## config.mk

```make
export PLATFORM = sky130hd
export DESIGN_NAME = cmd_physical
export DESIGN_NICKNAME = d
export VERILOG_FILES = /design/src/rtl/cmd_physical_pkg.sv /design/src/rtl/crc7_serial.sv /design/src/rtl/cmd_physical.sv
export SDC_FILE = /design/constraint.sdc
export NUM_CORES = 1
export LEC_CHECK = 0
export ABC_AREA = 1
export ABC_CLOCK_PERIOD_IN_PS = 1700
export CAP_MARGIN = 15
export CORE_UTILIZATION = 45
export DETAILED_ROUTE_END_ITERATION = 8
export GPL_TIMING_DRIVEN = 0
export PLACE_DENSITY_LB_ADDON = 0.12
export SETUP_SLACK_MARGIN = 0.05
export SKIP_CTS_REPAIR_TIMING = 1
export SLEW_MARGIN = 20
export SYNTH_ARGS = -nofsm -noshare
export SYNTH_HDL_FRONTEND = slang
export SYNTH_HIERARCHICAL = 1
export SYNTH_SLANG_ARGS = --single-unit
```

## constraint.sdc

```tcl
create_clock -name CLK_host -period 1.7 [get_ports CLK_host]
set_input_delay 0.34 -clock CLK_host [delete_from_list [all_inputs] [get_ports CLK_host]]
set_output_delay 0.34 -clock CLK_host [all_outputs]
set_load 0.005 [all_outputs]
```

## src/rtl/cmd_physical_pkg.sv

```systemverilog
// -----------------------------------------------------------------------------
// cmd_physical_pkg
// Shared definitions for the SD-style CMD line physical layer:
//   - phy_state_t : controller state encoding
//   - frame geometry (48-bit frame, 38-bit {index, arg} payload)
//   - CRC7 generator polynomial and field bit positions within a frame
// Frame bit numbering: bit 47 is the first bit on the wire (start bit),
// bit 0 is the last (end bit).
// -----------------------------------------------------------------------------
package cmd_physical_pkg;

    typedef enum logic [2:0] {
        IDLE      = 3'd0,
        SEND      = 3'd1,
        TURN      = 3'd2,
        WAIT_RESP = 3'd3,
        RECEIVE   = 3'd4,
        RESP_HS   = 3'd5,
        RELEASE   = 3'd6
    } phy_state_t;

    localparam int FRAME_LEN = 48;
    localparam int CMD_BITS  = 38;
    localparam int IDX_W     = 6;
    localparam int ARG_W     = 32;
    localparam int CRC_W     = 7;

    // x^7 + x^3 + 1 (the x^7 term is implicit in the shift-out)
    localparam logic [CRC_W-1:0] CRC7_POLY = 7'h09;

    // Field positions inside a frame
    localparam int START_POS   = 47;
    localparam int TRANS_POS   = 46;
    localparam int PAYLOAD_MSB = 45;
    localparam int PAYLOAD_LSB = 8;
    localparam int CRC_MSB     = 7;
    localparam int CRC_LSB     = 1;
    localparam int END_POS     = 0;

    // Number of leading frame bits covered by the CRC (start..payload)
    localparam int CRC_COVER_BITS = FRAME_LEN - CRC_W - 1;

endpackage

```

## src/rtl/crc7_serial.sv

```systemverilog
// -----------------------------------------------------------------------------
// crc7_serial
// Bit-serial CRC7 (x^7 + x^3 + 1), one data bit per enabled clock.
// Ports:
//   clk      : clock (rising edge)
//   srst     : synchronous active-high reset, clears the CRC
//   clear    : synchronous clear to 0 (priority over enable)
//   enable   : absorb data_in this cycle
//   data_in  : serial data bit, MSB of the message first
//   crc_out  : current CRC remainder
// -----------------------------------------------------------------------------
module crc7_serial
    import cmd_physical_pkg::*;
(
    input  logic             clk,
    input  logic             srst,
    input  logic             clear,
    input  logic             enable,
    input  logic             data_in,
    output logic [CRC_W-1:0] crc_out
);

    logic [CRC_W-1:0] crc_reg;
    logic [CRC_W-1:0] crc_next;
    logic             feedback;

    assign feedback = data_in ^ crc_reg[CRC_W-1];

    // Shift left, folding the feedback bit in at every polynomial tap
    assign crc_next[0] = feedback & CRC7_POLY[0];

    genvar gi;
    generate
        for (gi = 1; gi < CRC_W; gi++) begin : g_tap
            assign crc_next[gi] = crc_reg[gi-1] ^ (feedback & CRC7_POLY[gi]);
        end
    endgenerate

    always_ff @(posedge clk) begin
        if (srst || clear) begin
            crc_reg <= '0;
        end else if (enable) begin
            crc_reg <= crc_next;
        end
    end

    assign crc_out = crc_reg;

endmodule

```

## src/rtl/cmd_physical.sv

```systemverilog
// -----------------------------------------------------------------------------
// cmd_physical
// Physical layer of the CMD line: serialises a {index, arg} command into a
// 48-bit frame with CRC7, turns the line around, waits (with timeout) for a
// response start bit, deserialises and checks the response, then hands the
// result back to the master via a REQ/ACK handshake.
// Ports:
//   CLK_host        : sole clock, rising edge
//   reset           : synchronous active-high reset
//   cmd_to_physical : {index[5:0], arg[31:0]} to send
//   REQ_in / ACK_out: command request / capture acknowledge
//   REQ_out / ACK_in: result valid / master acknowledge of result
//   cmd_response    : received {index, arg} (0 after a timeout)
//   timeout_error   : no start bit seen within timeout_value cycles
//   crc_error       : response transmission bit, CRC7 or end bit wrong
//   waiting_cmd     : high only while idle
//   timeout_value   : response wait limit in cycles
//   cmd_pin_out/oe  : CMD line drive / output enable
//   cmd_pin_in      : sampled CMD line
// -----------------------------------------------------------------------------
module cmd_physical
    import cmd_physical_pkg::*;
#(
    parameter int NCR_CYCLES = 2,
    parameter int TIMEOUT_W  = 16
) (
    input  logic                 CLK_host,
    input  logic                 reset,
    input  logic [CMD_BITS-1:0]  cmd_to_physical,
    input  logic                 REQ_in,
    output logic                 ACK_out,
    output logic                 REQ_out,
    input  logic                 ACK_in,
    output logic [CMD_BITS-1:0]  cmd_response,
    output logic                 timeout_error,
    output logic                 crc_error,
    output logic                 waiting_cmd,
    input  logic [TIMEOUT_W-1:0] timeout_value,
    output logic                 cmd_pin_out,
    output logic                 cmd_pin_oe,
    input  logic                 cmd_pin_in
);

    localparam logic [5:0] LAST_BIT     = 6'(FRAME_LEN - 1);       // 47
    localparam logic [5:0] TX_CRC_START = 6'(CRC_COVER_BITS);      // 40
    localparam logic [5:0] RX_LAST      = 6'(FRAME_LEN - 2);       // 46
    localparam logic [5:0] RX_CRC_LAST  = 6'(CRC_COVER_BITS - 2);  // 38
    localparam int         TURN_LAST_I  = (NCR_CYCLES > 0) ? NCR_CYCLES - 1 : 0;
    localparam logic [5:0] TURN_LAST    = 6'(TURN_LAST_I);

    phy_state_t state_reg, state_next;

    logic [5:0]                bit_cnt_reg;   // position within SEND/TURN/RECEIVE
    logic [TIMEOUT_W-1:0]      wait_cnt_reg;
    logic [CRC_COVER_BITS-1:0] tx_shift_reg;  // start, trans, index, arg
    logic [FRAME_LEN-3:0]      rx_shift_reg;  // response bits 46..1 once complete
    logic                      req_armed_reg; // REQ_in seen low since last capture
    logic                      ack_reg;
    logic [CMD_BITS-1:0]       resp_reg;
    logic                      timeout_reg;
    logic                      crc_err_reg;

    logic                      crc_clear;
    logic                      crc_enable;
    logic                      crc_data;
    logic [CRC_W-1:0]          crc_value;

    logic                      capture;
    logic                      start_bit;
    logic                      timeout_hit;
    logic [FRAME_LEN-2:0]      rx_tail;       // frame bits 46..0 at the last RECEIVE cycle
    logic                      rx_bad;

    assign capture     = (state_reg == IDLE) && REQ_in && req_armed_reg;
    assign start_bit   = (cmd_pin_in == 1'b0);
    assign timeout_hit = (wait_cnt_reg == timeout_value);
    assign rx_tail     = {rx_shift_reg, cmd_pin_in};
    assign rx_bad      = (rx_tail[TRANS_POS] != 1'b0)
                      || (crc_value != rx_tail[CRC_MSB:CRC_LSB])
                      || (rx_tail[END_POS] != 1'b1);

    crc7_serial u_crc (
        .clk     (CLK_host),
        .srst    (reset),
        .clear   (crc_clear),
        .enable  (crc_enable),
        .data_in (crc_data),
        .crc_out (crc_value)
    );

    // Next state, line drive and CRC control
    always_comb begin
        state_next  = state_reg;
        crc_clear   = 1'b0;
        crc_enable  = 1'b0;
        crc_data    = 1'b0;
        cmd_pin_oe  = 1'b0;
        cmd_pin_out = 1'b1;

        case (state_reg)
            IDLE: begin
                crc_clear = 1'b1;
                if (capture) begin
                    state_next = SEND;
                end
            end

            SEND: begin
                cmd_pin_oe = 1'b1;
                if (bit_cnt_reg < TX_CRC_START) begin
                    cmd_pin_out = tx_shift_reg[CRC_COVER_BITS-1];
                    crc_enable  = 1'b1;
                    crc_data    = tx_shift_reg[CRC_COVER_BITS-1];
                end else if (bit_cnt_reg < LAST_BIT) begin
                    // CRC is frozen after bit 39; emit it MSB first
                    cmd_pin_out = crc_value[3'(LAST_BIT - 6'd1 - bit_cnt_reg)];
                end else begin
                    cmd_pin_out = 1'b1;
                end
                if (bit_cnt_reg == LAST_BIT) begin
                    state_next = (NCR_CYCLES > 0) ? TURN : WAIT_RESP;
                end
            end

            TURN: begin
                if (bit_cnt_reg == TURN_LAST) begin
                    state_next = WAIT_RESP;
                end
            end

            WAIT_RESP: begin
                // The start bit is 0, so a CRC cleared here equals one that
                // has absorbed the start bit: RECEIVE can begin from zero.
                crc_clear = 1'b1;
                if (start_bit) begin
                    state_next = RECEIVE;
                end else if (timeout_hit) begin
                    state_next = RESP_HS;
                end
            end

            RECEIVE: begin
                if (bit_cnt_reg <= RX_CRC_LAST) begin
                    crc_enable = 1'b1;
                    crc_data   = cmd_pin_in;
                end
                if (bit_cnt_reg == RX_LAST) begin
                    state_next = RESP_HS;
                end
            end

            RESP_HS: begin
                if (ACK_in) begin
                    state_next = RELEASE;
                end
            end

            RELEASE: begin
                if (!ACK_in) begin
                    state_next = IDLE;
                end
            end

            default: begin
                state_next = IDLE;
            end
        endcase
    end

    always_ff @(posedge CLK_host) begin
        if (reset) begin
            state_reg     <= IDLE;
            bit_cnt_reg   <= '0;
            wait_cnt_reg  <= '0;
            tx_shift_reg  <= '0;
            rx_shift_reg  <= '0;
            req_armed_reg <= 1'b0;
            ack_reg       <= 1'b0;
            resp_reg      <= '0;
            timeout_reg   <= 1'b0;
            crc_err_reg   <= 1'b0;
        end else begin
            state_reg <= state_next;

            // A new capture needs REQ_in to have been seen low first, which
            // also blocks a request held high through reset.
            if (!REQ_in) begin
                req_armed_reg <= 1'b1;
            end else if (capture) begin
                req_armed_reg <= 1'b0;
            end

            if (capture) begin
                ack_reg <= 1'b1;
            end else if (!REQ_in) begin
                ack_reg <= 1'b0;
            end

            case (state_reg)
                IDLE: begin
                    if (capture) begin
                        tx_shift_reg <= {1'b0, 1'b1, cmd_to_physical};
                        bit_cnt_reg  <= '0;
                        timeout_reg  <= 1'b0;
                        crc_err_reg  <= 1'b0;
                    end
                end

                SEND: begin
                    tx_shift_reg <= {tx_shift_reg[CRC_COVER_BITS-2:0], 1'b0};
                    wait_cnt_reg <= '0;
                    bit_cnt_reg  <= (bit_cnt_reg == LAST_BIT) ? 6'd0 : bit_cnt_reg + 6'd1;
                end

                TURN: begin
                    bit_cnt_reg <= (bit_cnt_reg == TURN_LAST) ? 6'd0 : bit_cnt_reg + 6'd1;
                end

                WAIT_RESP: begin
                    if (start_bit) begin
                        rx_shift_reg <= '0;
                        bit_cnt_reg  <= '0;
                    end else if (timeout_hit) begin
                        timeout_reg <= 1'b1;
                        resp_reg    <= '0;
                    end else begin
                        wait_cnt_reg <= wait_cnt_reg + TIMEOUT_W'(1);
                    end
                end

                RECEIVE: begin
                    rx_shift_reg <= {rx_shift_reg[FRAME_LEN-4:0], cmd_pin_in};
                    if (bit_cnt_reg == RX_LAST) begin
                        bit_cnt_reg <= '0;
                        resp_reg    <= rx_tail[PAYLOAD_MSB:PAYLOAD_LSB];
                        crc_err_reg <= rx_bad;
                    end else begin
                        bit_cnt_reg <= bit_cnt_reg + 6'd1;
                    end
                end

                default: begin
                end
            endcase
        end
    end

    assign ACK_out       = ack_reg;
    assign REQ_out       = (state_reg == RESP_HS);
    assign waiting_cmd   = (state_reg == IDLE);
    assign cmd_response  = resp_reg;
    assign timeout_error = timeout_reg;
    assign crc_error     = crc_err_reg;

endmodule

```

Word-level counts from Yosys, hierarchy flattened

Cells that the tools add are included.

Add/subtract/negate cells: 3
$lt $le $gt $ge: 4
Equal/unequal tests: 23
Mux-type cells: 48
Bitwise logic cells: 3
Reduce and logical (&&, ||, !) cells: 21

Operator list:

| cell                  | number |
|---|---|
| $mux 38               | 3 |
| $pmux 46 s2           | 1 |
| $pmux 40 s2           | 1 |
| $pmux 38 s2           | 1 |
| $mux 46               | 1 |
| $mux 40               | 1 |
| $mux 16               | 2 |
| $pmux 16 s2           | 1 |
| $mux 6                | 5 |
| $pmux 6 s5            | 1 |
| $mux 3                | 8 |
| $pmux 3 s7            | 1 |
| $mux 1                | 17 |
| $add 16x1->16 const B | 1 |
| $eq 16x16->1          | 1 |
| $ne 2x2->1 const B    | 8 |
| $eq 6x6->1 const B    | 2 |
| $lt 6x6->1 const B    | 2 |
| $reduce_bool 2->1     | 5 |
| $eq 3x3->1 const B    | 3 |
| $reduce_and 3->1      | 3 |
| $pmux 1 s2            | 4 |
| $reduce_and 4->1      | 2 |
| $ne 7x7->1            | 1 |
| other kinds (19)      | 27 |

Bits in registers: 160
Bits of input ports: 59
Word-level logic and storage cells: 113

Depth between registers and ports, before layout

Depth in word-level cells: 6
Mapped depth: 14

Cells and area by module

Netlist, hierarchy kept.

Modules (own cells, without submodules):

| module       | instances | cells an instance | area an instance (µm²) | seq. area each (µm²) |
|---|---|---|---|---|
| cmd_physical | 1         | 981               | 6807.8                 | 3062.9 |
| crc7_serial  | 1         | 46                | 340.3                  | 140.1 |

Least setup slack after synthesis

No wires, ideal clock.

Path kind: register -> register
Start: reg state_reg[0]
End: reg u_crc.crc_reg[6] (netlist: u_crc/crc_out[6])
Library setup time: 0.086 ns
Arrival time: 1.688 ns
Required time: 1.614 ns
Setup slack: -0.074 ns
Stages on the path, launching flop included: 9
Buffers on the path: 2
Cell sequence: dfxtp_1 > nand2_1 > nor2_2 > inv_2 > clkbuf_1 > a31oi_1 > buf_6 > inv_1 > a211oi_1

RTL lines:

| what                                     | RTL line            | source |
|---|---|---|
| start: declaration                       | cmd_physical.sv:51  | `phy_state_t state_reg, state_next;` |
| start signal: assignment                 | cmd_physical.sv:183 | `state_reg <= state_next;` |
| $eq 3x3->1 or $eq 3x1->1 (tied branches) | cmd_physical.sv:100 | `case (state_reg)` |
| $pmux 1 s2 *                             | cmd_physical.sv:100 |  |
| named net crc_enable                     | cmd_physical.sv:64  | `logic crc_enable;` |
| end signal: assignment                   | crc7_serial.sv:43   | `crc_reg <= crc_next;` |
| end: declaration                         | crc7_serial.sv:23   | `logic [CRC_W-1:0] crc_reg;` |

The timed path passes the listed nets; every way through them passes the cells marked *.
A chain may end at the register's enable or synchronous reset.

Final worst setup path

Start: reg bit_cnt_reg[0]
End: out cmd_pin_out

Longest elaborated chain between the ends: 6

Ends and longest elaborated chain:

| what                         | RTL line            | source |
|---|---|---|
| start: declaration           | cmd_physical.sv:53  | `logic [5:0] bit_cnt_reg;` |
| start signal: assignment     | cmd_physical.sv:212 | `bit_cnt_reg <= (bit_cnt_reg == LAST_BIT) ? 6'd0 : bit_cnt_reg + 6'd1;` |
| start signal: assignment     | cmd_physical.sv:216 | `bit_cnt_reg <= (bit_cnt_reg == TURN_LAST) ? 6'd0 : bit_cnt_reg + 6'd1;` |
| start signal: assignment     | cmd_physical.sv:238 | `bit_cnt_reg <= bit_cnt_reg + 6'd1;` |
| $sub 3x3->3                  | cmd_physical.sv:116 | `cmd_pin_out = crc_value[3'(LAST_BIT - 6'd1 - bit_cnt_reg)];` |
| $bmux 1 s3                   | cmd_physical.sv:116 |  |
| $mux 1 (not written as such) | cmd_physical.sv:116 |  |
| $mux 1                       | cmd_physical.sv:114 | `end else if (bit_cnt_reg < LAST_BIT) begin` |
| $mux 1 *                     | cmd_physical.sv:110 | `if (bit_cnt_reg < TX_CRC_START) begin` |
| $mux 1 *                     | cmd_physical.sv:100 |  |
| end: declaration             | cmd_physical.sv:39  | `output logic cmd_pin_out,` |

Mark *: on every way between the ends. The rest lies on a longest branch, timed or not. The select of a mux whose other input is x is not followed.

==> impl_metrics.toml <==
[run_status]
status = "finished, violations left"
violations = "setup timing"

[yosys]
synth_area_per_cell_um2 = 6.96
synth_cells = 1027
ys_seq_elements = 160
synth_edf_count = 0
synth_fa_ha_area_share_pct = 0.700
synth_top_cell_area_share_pct = 44.8
yosysUniqueCellTypes = 32
synth_area_leader_cell = "dfxtp_1"
synth_compound_area_share_pct = 16.6
yosysSeqAreaShare_pct = 44.8
synth-simple-area-share_pct = 27.8
synthesis.area_um2 = 7150
synth_ff_type = "dfxtp_1"
synth_top_family_by_area = "simple AND/OR/NAND/NOR gates"
muxShareOfSynthArea_pct = 0
synth-xor-area-share_pct = 1.47
async_flop_share_pct = 0
synth.area.top_cells = "dfxtp_1 (45%), nand2_1 (17%), a21oi_1 (8.5%)"
synth_fp_nets = 1090
ys_warn_count = 6

[timing]
slew_violations = 0
finClkSkew_ps = 7.74
slew_headroom_pct = 61.3
tightest_slew_ps = 581
fin_crit_sh_pct = 134
fmax_mhz = 438
tns_ps = -3570
whs_ps = 451
rsz0062_at_grt = "true"
setup_ws_ps = -581
setup_viol = 44
hold_viol = 0
timing.final.crit_period_ps = 2280

[critical_path]
crit_type = "reg2out"
end_kind = "output pin"
rrSetupSlack_ps = -120
arrival_ps = 1940
start_kind = "register"
crit_fanout = 5
cp.required_ps = 1360

[die]
dieHeight_um = 128
design.core.area_um2 = 15400
row_count = 45
die_area_um2 = 16400
initial_core_util_pct = 46.5
die_w_um = 128
ios = 104

[cells_and_area]
final_common_cell = "nand2_1"
stdcell_area_um2 = 10100
instances_no_fill = 1418
layout_common_cells = "nand2_1 (312), dfxtp_1 (136), a21oi_1 (103), clkdlybuf4s50_1 (84)"
final-seq-area_um2 = 3270
utilization_pct = 65.4
drive_above_1_share_pct = 20.9
diodes = 0
largest_reg_flops = 46
multi_input_area_um2 = 3700
fin_nets = 1257
area_growth_pct = 40.7
fillers = 1381

[clock_tree]
insertion_delay_ps = 430
htree_levels = 4
clkSlewWorstSetupHoldPaths_ps = 60
cts_tree = "yes"
cts_num_sinks = 160
cts_buffers = 17
cts_buffer_depth = 2
clockRootBuffer = "clkbuf_16"

[global_route]
grt_max_degree = 17
antenna_found_initial = 0
grt_use_total_pct = 22.1
grt_overflow = 0
grt_pass1_wl_mm = 29.0
grt_pass1_vias = 6181

[power]
switching_power_mw = 4.48
sw_frac_of_total_pct = 35.2
pwr-share-comb_pct = 33.2
pwr-share-seq_pct = 36.0
power_mw = 12.7
ir_drop_v = 0.000837
leakagePower_nw = 4.03
power.clock.fraction_pct = 30.8
internal_power_mw = 8.24
p_per_area_nw_per_um2 = 1260

[route]
wirelength_mm = 18.9
drtIter0Drc = 390
first_pass_iters = 5
via_per_inst = 5.12
wl_per_cell_um = 13.3
remaining_drc_errors = 0
dr_total_vias = 7266
ant_nets = 0

[placed_design]
portBuffers = 103
gp_congestion = 0.854
pre_cts_slack_ps = -662
dpl_cell_area_um2 = 8470
place_inst = 1341
hpwl_mm = 12.4

[run]
max-cap-violations = 0

[worst_hold_path]
hold_class = "reg2reg"
## area by class of cell
cell class | count | area share [%]
clock buffers | 19 | 4.50
repair buffers | 149 | 14.4
well taps | 211 | 2.62
clock inverters | 13 | 1.53
inverters | 74 | 3.01
multi-input cells | 726 | 36.8
flip-flops and latches | 160 | 32.5
plain buffers | 66 | 4.58
## worst max-delay path: stages (launching register included)
cell and delay, ps:
dfxtp_4 370, clkinvlp_4 130, ha_4 320, a21oi_2 30, o21ai_1 70, nand2_1 90, a21oi_2 160, o21ai_2 80
nand2_1 80, nand3_1 50, buf_2 140
## Yosys cell counts (all sizes together), types with 2 or more instances
master	instances
inv	72
nand4	6
o21ai	58
nor3b	2
clkbuf	37
nand3	72
a21oi	122
nor3	8
a31oi	39
nor2	64
buf	30
a211oi	4
ha	4
nor4	4
xor2	11
dfxtp	160
clkinv	2
nand2	327
## path summary, 6_finish.rpt
path | startpoint | endpoint | depth (start not counted)
setup / recovery | bit_cnt_reg[0] | cmd_pin_out | 10
hold / removal | tx_shift_reg[0] | tx_shift_reg[0] | 2
setup reg to reg | bit_cnt_reg[5] | cmd_response[33] | 10
hold reg to reg | tx_shift_reg[0] | tx_shift_reg[0] | 2
## power groups by stage
stage | Combinational [mW] | Clock, mW | Sequential [mW]
final | 4.22 | 3.92 | 4.57
after global routing | 4.67 | 4.12 | 4.64
after CTS | 3.30 | 3.96 | 4.54
after detailed placement | 3.28 | 0 | 4.61
after global placement | 3.25 | 0 | 4.61
after floorplan | 2.33 | 0 | 4.54
## metal layers
layer  global-route usage (%)  vias up  routed length, um
li1                         -     3700                  -
met1                     29.6     3380               8810
met2                     35.7      157               9020
met3                     3.80       29                722
met4                     8.17        0                327
met5                        0        -                  0
## kinds of logic (layout without fill, tap and decap cells)
kind of cell | Yosys count | in the layout
XOR/XNOR | 12 | 12
adder cells (fa/ha/maj) | 4 | 4
flip-flops | 160 | 160
AND/OR/NAND/NOR | 485 | 485
AO/OA/AOI/OAI | 225 | 225
buffers and inverters | 141 | 321
No activity file was read; power rests on OpenSTA's default activity.
